[src/rtl/mempool_pkg.sv]
// Shared MemPool system constants.
package mempool_pkg;

    localparam int unsigned AddrWidth = 32;

endpackage

[src/rtl/fifo_v3.sv]
// Synchronous FIFO. Pushes are ignored when full and pops are ignored when empty.
// The two never bypass each other, so a freed slot is only visible on the next cycle.
module fifo_v3 #(
    parameter int unsigned DATA_WIDTH = 32,
    parameter int unsigned DEPTH      = 8,
    localparam int unsigned ADDR_DEPTH = (DEPTH > 1) ? $clog2(DEPTH) : 1
) (
    input  logic                  clk_i,
    input  logic                  rst_ni,
    input  logic                  flush_i,
    output logic                  full_o,
    output logic                  empty_o,
    output logic [ADDR_DEPTH-1:0] usage_o,
    input  logic [DATA_WIDTH-1:0] data_i,
    input  logic                  push_i,
    output logic [DATA_WIDTH-1:0] data_o,
    input  logic                  pop_i
);

    localparam int unsigned CntW = ADDR_DEPTH + 1;

    logic [ADDR_DEPTH-1:0] rd_ptr_q, rd_ptr_d, wr_ptr_q, wr_ptr_d;
    logic [CntW-1:0]       cnt_q, cnt_d;
    logic [DATA_WIDTH-1:0] mem_q [DEPTH];
    logic [DATA_WIDTH-1:0] mem_d [DEPTH];
    logic                  do_push, do_pop;

    assign full_o  = (cnt_q == CntW'(DEPTH));
    assign empty_o = (cnt_q == '0);
    // With a power-of-two depth the full count wraps to zero here; full_o carries the MSB.
    assign usage_o = cnt_q[ADDR_DEPTH-1:0];
    assign data_o  = mem_q[rd_ptr_q];
    assign do_push = push_i & ~full_o;
    assign do_pop  = pop_i & ~empty_o;

    // Next-state for pointers, occupancy and storage.
    always_comb begin
        rd_ptr_d = rd_ptr_q;
        wr_ptr_d = wr_ptr_q;
        cnt_d    = cnt_q;
        mem_d    = mem_q;
        if (do_push) begin
            mem_d[wr_ptr_q] = data_i;
            wr_ptr_d = (wr_ptr_q == ADDR_DEPTH'(DEPTH - 1)) ? '0 : wr_ptr_q + 1'b1;
        end
        if (do_pop) begin
            rd_ptr_d = (rd_ptr_q == ADDR_DEPTH'(DEPTH - 1)) ? '0 : rd_ptr_q + 1'b1;
        end
        if (do_push && !do_pop) begin
            cnt_d = cnt_q + 1'b1;
        end else if (!do_push && do_pop) begin
            cnt_d = cnt_q - 1'b1;
        end
        if (flush_i) begin
            rd_ptr_d = '0;
            wr_ptr_d = '0;
            cnt_d    = '0;
        end
    end

    // Pointer and occupancy registers.
    always_ff @(posedge clk_i or negedge rst_ni) begin
        if (!rst_ni) begin
            rd_ptr_q <= '0;
            wr_ptr_q <= '0;
            cnt_q    <= '0;
        end else begin
            rd_ptr_q <= rd_ptr_d;
            wr_ptr_q <= wr_ptr_d;
            cnt_q    <= cnt_d;
        end
    end

    // Storage carries no reset; entries are only read once written.
    always_ff @(posedge clk_i) begin
        mem_q <= mem_d;
    end

endmodule

[src/rtl/l2_req_scheduler.sv]
// Round-robin scheduler funnelling NumReq requesters onto one in-order L2 port and
// routing responses back through a queue of granted requester indices.
module l2_req_scheduler
    import mempool_pkg::*;
#(
    parameter int unsigned NumReq         = 4,
    parameter int unsigned MaxOutstanding = 8,
    parameter int unsigned DataWidth      = 64
) (
    input  logic                               clk_i,
    input  logic                               rst_i,
    input  logic [NumReq-1:0]                  req_valid_i,
    output logic [NumReq-1:0]                  req_ready_o,
    input  logic [NumReq*AddrWidth-1:0]        req_addr_i,
    input  logic [NumReq-1:0]                  req_we_i,
    output logic                               l2_valid_o,
    input  logic                               l2_ready_i,
    output logic [AddrWidth-1:0]               l2_addr_o,
    output logic                               l2_we_o,
    input  logic                               l2_rvalid_i,
    output logic                               l2_rready_o,
    input  logic [DataWidth-1:0]               l2_rdata_i,
    output logic [NumReq-1:0]                  rsp_valid_o,
    input  logic [NumReq-1:0]                  rsp_ready_i,
    output logic [DataWidth-1:0]               rsp_data_o,
    output logic [$clog2(MaxOutstanding):0]    outstanding_o
);

    localparam int unsigned IdxW = (NumReq > 1) ? $clog2(NumReq) : 1;

    typedef enum logic {StIdle, StLocked} state_e;

    state_e            state_q, state_d;
    logic [IdxW-1:0]   grant_q, grant_d;
    logic [IdxW-1:0]   ptr_q, ptr_d;
    logic [IdxW-1:0]   grant, arb_idx, head;
    logic              arb_valid, issue, hs, pop, spurious;
    logic              spurious_q, spurious_d;
    logic              q_full, q_empty;
    logic [$clog2(MaxOutstanding)-1:0] q_usage;

    // Round-robin search starting at the pointer.
    always_comb begin
        int unsigned cand;
        cand      = 0;
        arb_valid = 1'b0;
        arb_idx   = '0;
        for (int unsigned i = 0; i < NumReq; i++) begin
            cand = 32'(ptr_q) + i;
            if (cand >= NumReq) cand = cand - NumReq;
            if (!arb_valid && req_valid_i[IdxW'(cand)]) begin
                arb_valid = 1'b1;
                arb_idx   = IdxW'(cand);
            end
        end
    end

    // Grant FSM: issue in the same cycle a request is seen, lock the grant if L2 stalls.
    always_comb begin
        state_d = state_q;
        grant_d = grant_q;
        ptr_d   = ptr_q;
        grant   = '0;
        issue   = 1'b0;
        unique case (state_q)
            StIdle: begin
                if (arb_valid && !q_full) begin
                    issue = 1'b1;
                    grant = arb_idx;
                    if (!l2_ready_i) begin
                        state_d = StLocked;
                        grant_d = arb_idx;
                    end
                end
            end
            StLocked: begin
                issue = 1'b1;
                grant = grant_q;
                if (l2_ready_i) state_d = StIdle;
            end
            default: state_d = StIdle;
        endcase
        if (rst_i) issue = 1'b0;
        hs = issue & l2_ready_i;
        if (hs) ptr_d = (grant == IdxW'(NumReq - 1)) ? '0 : grant + 1'b1;
    end

    // Request-side outputs; only the granted requester ever sees ready.
    always_comb begin
        req_ready_o = '0;
        l2_addr_o   = '0;
        l2_valid_o  = issue;
        l2_we_o     = issue & req_we_i[grant];
        if (hs) req_ready_o[grant] = 1'b1;
        for (int unsigned g = 0; g < NumReq; g++) begin
            if (issue && grant == IdxW'(g)) l2_addr_o = req_addr_i[g*AddrWidth +: AddrWidth];
        end
    end

    // Response routing to the oldest outstanding requester; strays are swallowed.
    always_comb begin
        rsp_valid_o = '0;
        l2_rready_o = 1'b0;
        pop         = 1'b0;
        spurious    = 1'b0;
        if (!rst_i) begin
            if (q_empty) begin
                l2_rready_o = 1'b1;
                spurious    = l2_rvalid_i;
            end else begin
                l2_rready_o       = rsp_ready_i[head];
                rsp_valid_o[head] = l2_rvalid_i;
                pop               = l2_rvalid_i & rsp_ready_i[head];
            end
        end
        spurious_d = spurious_q | spurious;
    end

    assign rsp_data_o    = l2_rdata_i;
    assign outstanding_o = {q_full, q_usage};

    // State, grant, pointer and sticky stray-response flag.
    always_ff @(posedge clk_i) begin
        if (rst_i) begin
            state_q    <= StIdle;
            grant_q    <= '0;
            ptr_q      <= '0;
            spurious_q <= 1'b0;
        end else begin
            state_q    <= state_d;
            grant_q    <= grant_d;
            ptr_q      <= ptr_d;
            spurious_q <= spurious_d;
        end
    end

    // A response with nothing outstanding is a protocol violation by the L2 side.
    assert property (@(posedge clk_i) disable iff (rst_i) !spurious_q);

    // Reset flushes the queue synchronously, so the asynchronous reset is unused.
    fifo_v3 #(
        .DATA_WIDTH (IdxW),
        .DEPTH      (MaxOutstanding)
    ) i_src_queue (
        .clk_i   (clk_i),
        .rst_ni  (1'b1),
        .flush_i (rst_i),
        .full_o  (q_full),
        .empty_o (q_empty),
        .usage_o (q_usage),
        .data_i  (grant),
        .push_i  (hs),
        .data_o  (head),
        .pop_i   (pop)
    );

endmodule

[config.mk]
export PLATFORM = sky130hd
export DESIGN_NAME = l2_req_scheduler
export DESIGN_NICKNAME = d
export VERILOG_FILES = /design/src/rtl/mempool_pkg.sv /design/src/rtl/fifo_v3.sv /design/src/rtl/l2_req_scheduler.sv
export SDC_FILE = /design/constraint.sdc
export NUM_CORES = 1
export LEC_CHECK = 0
export BUFFER_PORTS_ARGS = -buffer_cell sky130_fd_sc_hd__buf_2
export CAP_MARGIN = 15
export CORE_AREA = 2 2 124 126
export DETAILED_ROUTE_END_ITERATION = 10
export DIE_AREA = 0 0 126 128
export PLACE_DENSITY = 0.6
export RECOVER_POWER = 50
export SLEW_MARGIN = 20
export SYNTH_ARGS = -nofsm -noshare
export SYNTH_HDL_FRONTEND = slang
export SYNTH_SLANG_ARGS = --single-unit
[constraint.sdc]
create_clock -name clk_i -period 4.1 [get_ports clk_i]
set_input_delay 0.41 -clock clk_i [delete_from_list [all_inputs] [get_ports clk_i]]
set_output_delay 0.41 -clock clk_i [all_outputs]
set_load 0.01 [all_outputs]
# == After elaboration in Yosys (flattened, before gate mapping) ==
# Cells that the tools add are included.
# word_totals
ff_bits,31
output_inout_bits,111
elab_cells,140
input_bits,208
# op_classes
order_cmp,15
n_reduce_logical,23
add_sub_neg,12
bitwise_logic,12
eq_ne,6
n_mux,58
# ops
cell,count
32-bit two-way mux,4
2-bit two-way mux,13
1-bit two-way mux,20
4-bit two-way mux,5
"2-bit by 3-bit < comparator with 1-bit output, second input constant",6
16-bit bitwise mux,1
1-bit logical AND,13
1-bit binary-select mux with 2-bit select,6
"3-bit >= comparator, second input constant",3
"4-bit >= comparator, second input constant",2
3-bit NOT with 4-bit output,2
"2-bit by 1-bit subtractor with 2-bit output, second input constant",4
"2-bit by 2-bit adder with 3-bit output, second input constant",2
"3-bit by 1-bit adder with 3-bit output, second input constant",2
2-bit binary-select mux with 3-bit select,1
2-bit demux with 3-bit select,1
"3-bit == test, second input constant",2
1-bit zero test,6
3-bit two-way mux,2
1-bit bitwise AND,5
"4-bit by 1-bit adder with 4-bit output, second input constant",1
4-bit bitwise AND,1
1-bit demux with 2-bit select,2
"2-bit == test, second input constant",2
15 further kinds,20

# == Depth between registers and ports, before layout ==
# logic_depth
ltp_word,24
ltp_mapped,15
ltp_nobuf,14

# == Hierarchy ==
# A second synthesis with hierarchy kept.
# unflattened
hier_cells,438
area_unflattened_um2,3498.4
# by_module_without_submodules
mod,cells_each,area_each_um2,n_inst
l2_req_scheduler,327,2089.5,1
fifo_v3,111,1408.9,1

# == Worst setup path after synthesis ==
# No wires, ideal clock.
# synth_path
path_type,flip-flop to flip-flop
start,register i_src_queue.rd_ptr_q[0]
end,register i_src_queue.cnt_q[3]
required_time_ns,4.029
setup_slack_ns,0.945
t_arrival_ns,3.085
path_stages_with_launch,14
cell_sequence,dfxtp_1 -> buf_6 -> mux4_1 -> mux2i_4 -> mux2i_2 -> nand2_4 -> ha_1 -> inv_1 -> ha_1 -> a21o_1 -> a21oi_1 -> xnor2_1 -> or3_1 -> a21oi_1
# synth_via
elab_chain_len,13
word_cells_on_any_way,15
classes_between,mux: 8; bitwise: 3; reduce/logical: 4
# synth_rtl
item,line_no,text
"start, declared",fifo_v3.sv:22,"logic [ADDR_DEPTH-1:0] rd_ptr_q, rd_ptr_d, wr_ptr_q, wr_ptr_d;"
"start signal, assigned",fifo_v3.sv:68,rd_ptr_q <= rd_ptr_d;
3-bit NOT with 4-bit output (implied by the code) (*),fifo_v3.sv:32,assign data_o = mem_q[rd_ptr_q];
2-bit binary-select mux with 3-bit select (*),fifo_v3.sv:32,
2-bit two-way mux (implied by the code) (*) (2 in series),fifo_v3.sv:32,
1-bit binary-select mux with 2-bit select (*),l2_req_scheduler.sv:113,pop = l2_rvalid_i & rsp_ready_i[head];
1-bit two-way mux (implied by the code) (*),l2_req_scheduler.sv:113,
1-bit bitwise AND (*),l2_req_scheduler.sv:113,
1-bit two-way mux (*),l2_req_scheduler.sv:107,if (q_empty) begin
1-bit two-way mux (*),l2_req_scheduler.sv:106,if (!rst_i) begin
1-bit bitwise AND (*),fifo_v3.sv:34,assign do_pop = pop_i & ~empty_o;
1-bit zero test,fifo_v3.sv:49,if (do_push && !do_pop) begin
1-bit logical AND,fifo_v3.sv:49,
4-bit two-way mux or 2-bit nonzero test (tied branches),-,
"end signal, assigned",fifo_v3.sv:70,cnt_q <= cnt_d;
"end, declared",fifo_v3.sv:23,"logic [CntW-1:0] cnt_q, cnt_d;"
# Every way passes the cells marked *; elsewhere a longest branch is shown, timed or not. The select of a mux whose other input is x is not followed.
# A chain may end at the register's enable or synchronous reset.

# == Final worst setup path ==
# layout_path
start,register i_src_queue.cnt_q[0]
end,output port l2_addr_o[12]
# layout_via
elab_chain_len,11
word_cells_on_any_way,20
classes_between,eq/ne: 4; mux: 9; reduce/logical: 7
# layout_rtl
item,line_no,text
4-bit == test (*),fifo_v3.sv:28,assign full_o = (cnt_q == CntW'(DEPTH));
1-bit zero test (*),l2_req_scheduler.sv:67,if (arb_valid && !q_full) begin
1-bit logical AND (*),l2_req_scheduler.sv:67,
2-bit two-way mux (*),l2_req_scheduler.sv:67,
2-bit one-hot mux with 2 select lines (*),l2_req_scheduler.sv:65,unique case (state_q)
via grant[0],l2_req_scheduler.sv:36,"logic [IdxW-1:0] grant, arb_idx, head;"
2-bit zero test,l2_req_scheduler.sv:96,if (issue && grant == IdxW'(g)) l2_addr_o = req_addr_i[g*AddrWidth +: AddrWidth];
1-bit logical AND,l2_req_scheduler.sv:96,
32-bit two-way mux (3 in series),l2_req_scheduler.sv:96,
32-bit two-way mux (*),l2_req_scheduler.sv:96,
"end, declared",l2_req_scheduler.sv:18,"output logic [AddrWidth-1:0] l2_addr_o,"
# The timed path passes the listed nets; every way through them passes the cells marked *.

==> out/metrics.csv <==
metric;value;unit
whs_path_depth;2;
ys.flop_type;edfxtp_1;
rows;45;
tns;0;ps
grt_overflow;0;
r2r_slack;640;ps
syn-num-nets;703;
hp-class;input pin to flop;
vias;3517;
p_leak;2.00;nW
fin_skew;4.74;ps
crit_buf_inv;2;
postRouteAntennaNets;0;
regToRegStartpoint;i_src_queue.rd_ptr_q[0]$_SDFFE_PP0P_;
p_switching;1.15;mW
cts_made_buffers;5;
core-area;14900;um^2
intPower;1.34;mW
dpl.hpwl;8500;um
drc;0;
postCtsSetupRepairBufs;0;
slowest_stage;nor4b_4;
synth_edf_count;16;
path_clk_slew;50;ps
clock_sinks;31;
grtUsageTotal;0.126;
status;complete, but fails checks;
critical_path.max_stage_delay;440;ps
max_clock_freq;273;MHz
setup_viol;0;
switching_share;0.462;
clkPwrFrac;0.144;
finalCritPeriodShare;0.895;
path_cells;nor4b_4, or2_1, nor2_1, a22oi_1, inv_1, ha_4, nand3b_1, a21oi_1, a21oi_1, nor2_1, a21oi_1, nor2_1, buf_2;
p_seq_frac;0.184;
die_height;128;um
drv_cap;1;
clock_path_buffers;2;
slew_viol_final;35;
synthArstFlopShare;0;
drt_first_pass_iters;4;
drtIter0Drc;125;
layout_commonest_cell;buf_2;
p_comb_frac;0.671;
violations;capacitance limit, slew limit;
whs_endpoint;state_q$_SDFF_PP0_;
ys_warn_count;0;
cts-root-buf;clkbuf_16;
tritoncts;built;
antenna_found_initial;0;
place_congestion;0.807;
arrival;3260;ps
synth.cell_area;3460;um^2
synthDistinctLibCells;47;
avgRoutedWirePerCell;14.0;um
reg2reg_to;i_src_queue.cnt_q[3]$_SDFFE_PP0P_;
htreeDepth;2;
pin_count;319;
fin_crit;3670;ps
grt_pass1_wl;16500;um
clk_latency;270;ps
syn_area_per_cell;7.17;um^2
start_util;0.233;
peakVddDrop;0.209;mV
diodes;0;
routed_wl;10900;um
cp_top_family;simple AND/OR/NAND/NOR gates;
fp.dieW;126;um
dieArea;16100;um^2
grt_max_degree;66;
whs;456;ps
dp_cells;767;
multi_input_comb_area;2000;um^2
wl_met2;5030;um
critPathLaunchType;flop;
fillers;1667;
cts_hold_buf;0;
rsz0062_at_grt;false;
cp_max_fo;64;
fin_nets;806;
hold_viol;0;
instances_no_fill;775;
area_delta_synth_final;22.2;%
top_layer_used;met4;
maxSlewHeadroom;-0.108;
first_global_vias;3148;
final_cell_mix;buf_2 (186), a21oi_1 (105), nor2_1 (82);
io_buffers;190;
crit_required;3690;ps
ys_ff_latch;31;
worst_pin_slew;1660;ps
wl_met3;1090;um
viasPerCell;4.54;
power.density;587;nW/um^2
worstSetupPathType;flop to output port;
syn_inst;483;
endpoint_kind;output port;
timing.reg2reg.worst_path_depth;12;
layout-drive-gt1-share;0.361;
min_from;l2_ready_i;
yosysSeqAreaShare;0.225;
power;2.49;mW
seq_area;781;um^2
wl_met1;4720;um
[registers in the layout, summed over array words and instances (netlist names)]
| register | flops |
|---|---|
| grant_q | 2 |
| i_src_queue.cnt_q | 4 |
| i_src_queue.mem_q | 16 |
| i_src_queue.rd_ptr_q | 3 |
| i_src_queue.wr_ptr_q | 3 |
| ptr_q | 2 |
| state_q | 1 |
[worst reg2reg max path, cell delays in order, from the launching register on]
cell and delay [ps]:
dfxtp_1 550, mux4_1 660, mux2i_4 220, mux2i_2 390, nand2_4 110, ha_1 260
inv_1 110, ha_1 240, a21o_1 180, a21oi_1 160, xnor2_1 90, or3_1 300
a21oi_1 130
[cell families (layout without fill, tap and decap cells)]
logic type,count (synthesis),count (layout),synth area share
AO/OA/AOI/OAI,120,120,0.185
AND/OR/NAND/NOR,186,186,0.265
multiplexers,17,17,0.0697
adder cells (fa/ha/maj),12,12,0.0455
XOR/XNOR,3,3,0.00759
flip-flops,31,31,0.225
buffers and inverters,114,218,0.202
[timing repair]
item,in CTS,in global routing
endpoints found under the setup margin,0,32
gates resized for setup,0,2
endpoints found under the hold margin,0,0
[synth_stat cells (2+ instances only)]
cell type,count,area [um^2]
nor3_1,4,20.0
nand2_1,44,165
mux4_1,2,52.6
a22oi_1,2,15.0
edfxtp_1,16,480
inv_1,11,41.3
buf_1,6,22.5
nor2_1,82,308
clkbuf_1,24,90.1
nand3b_1,33,248
o21ai_0,2,10.0
o221ai_1,2,17.5
buf_4,69,518
nor2b_1,2,12.5
dfxtp_1,15,300
ha_1,11,138
a21oi_1,105,526
and3_1,4,25.0
nor4_1,3,18.8
nor3b_1,3,22.5
mux2_4,2,30.0
mux2i_1,10,100
a21o_1,3,22.5
or3_1,3,18.8
xnor2_1,2,17.5
nand2b_1,2,12.5
[area by class of cell]
class                           instances  share of cell area
Clock inverter                          1             0.00118
Tap cell                              188              0.0556
Sequential cell                        31               0.184
Clock buffer                            7              0.0337
Multi-Input combinational cell        338               0.472
Inverter                               13              0.0121
Timing Repair Buffer                  197               0.241
[stage by stage]
| stage | utilization | worst slack (ps) | instance area (um^2) |
|---|---|---|---|
| after floorplan | - | 945 | 3460 |
| after global placement | 0.275 | 433 | 4090 |
| after detailed placement | 0.275 | 341 | 4090 |
| after CTS | 0.285 | 31.5 | 4240 |
| after global routing | 0.285 | 85.1 | 4230 |
| final | 0.285 | 432 | 4230 |
[power groups by stage]
| stage | combinational [mW] | sequential [mW] | clock (mW) |
|---|---|---|---|
| 6_report | 1.67 | 0.458 | 0.359 |
| 5_1_grt | 1.87 | 0.468 | 0.384 |
| 4_1_cts | 1.69 | 0.454 | 0.369 |
| 3_5_place_dp | 1.68 | 0.460 | 0 |
| 3_3_place_gp | 1.68 | 0.459 | 0 |
| 2_1_floorplan | 1.28 | 0.433 | 0 |
[per-layer routing]
metal / vias up / track usage
met3: 2 / 0.0405
met2: 185 / 0.210
met5: - / 0
li1: 1791 / -
met1: 1539 / 0.164
met4: 0 / 0.0175
[worst max path at each step]
stage / from / to / slack (ps) / cells after the start
2_1_floorplan: i_src_queue.rd_ptr_q[0]$_SDFFE_PP0P_ / i_src_queue.cnt_q[3]$_SDFFE_PP0P_ / 940 / 13
3_3_place_gp: i_src_queue.cnt_q[0]$_SDFFE_PP0P_ / l2_addr_o[12] / 430 / 13
3_5_place_dp: i_src_queue.cnt_q[0]$_SDFFE_PP0P_ / l2_addr_o[12] / 340 / 13
4_1_cts: i_src_queue.cnt_q[0]$_SDFFE_PP0P_ / l2_addr_o[12] / 30 / 13
5_1_grt: i_src_queue.cnt_q[0]$_SDFFE_PP0P_ / l2_addr_o[30] / 90 / 13
6_report: i_src_queue.cnt_q[0]$_SDFFE_PP0P_ / l2_addr_o[12] / 430 / 13
No activity file was read; power rests on OpenSTA's default activity.
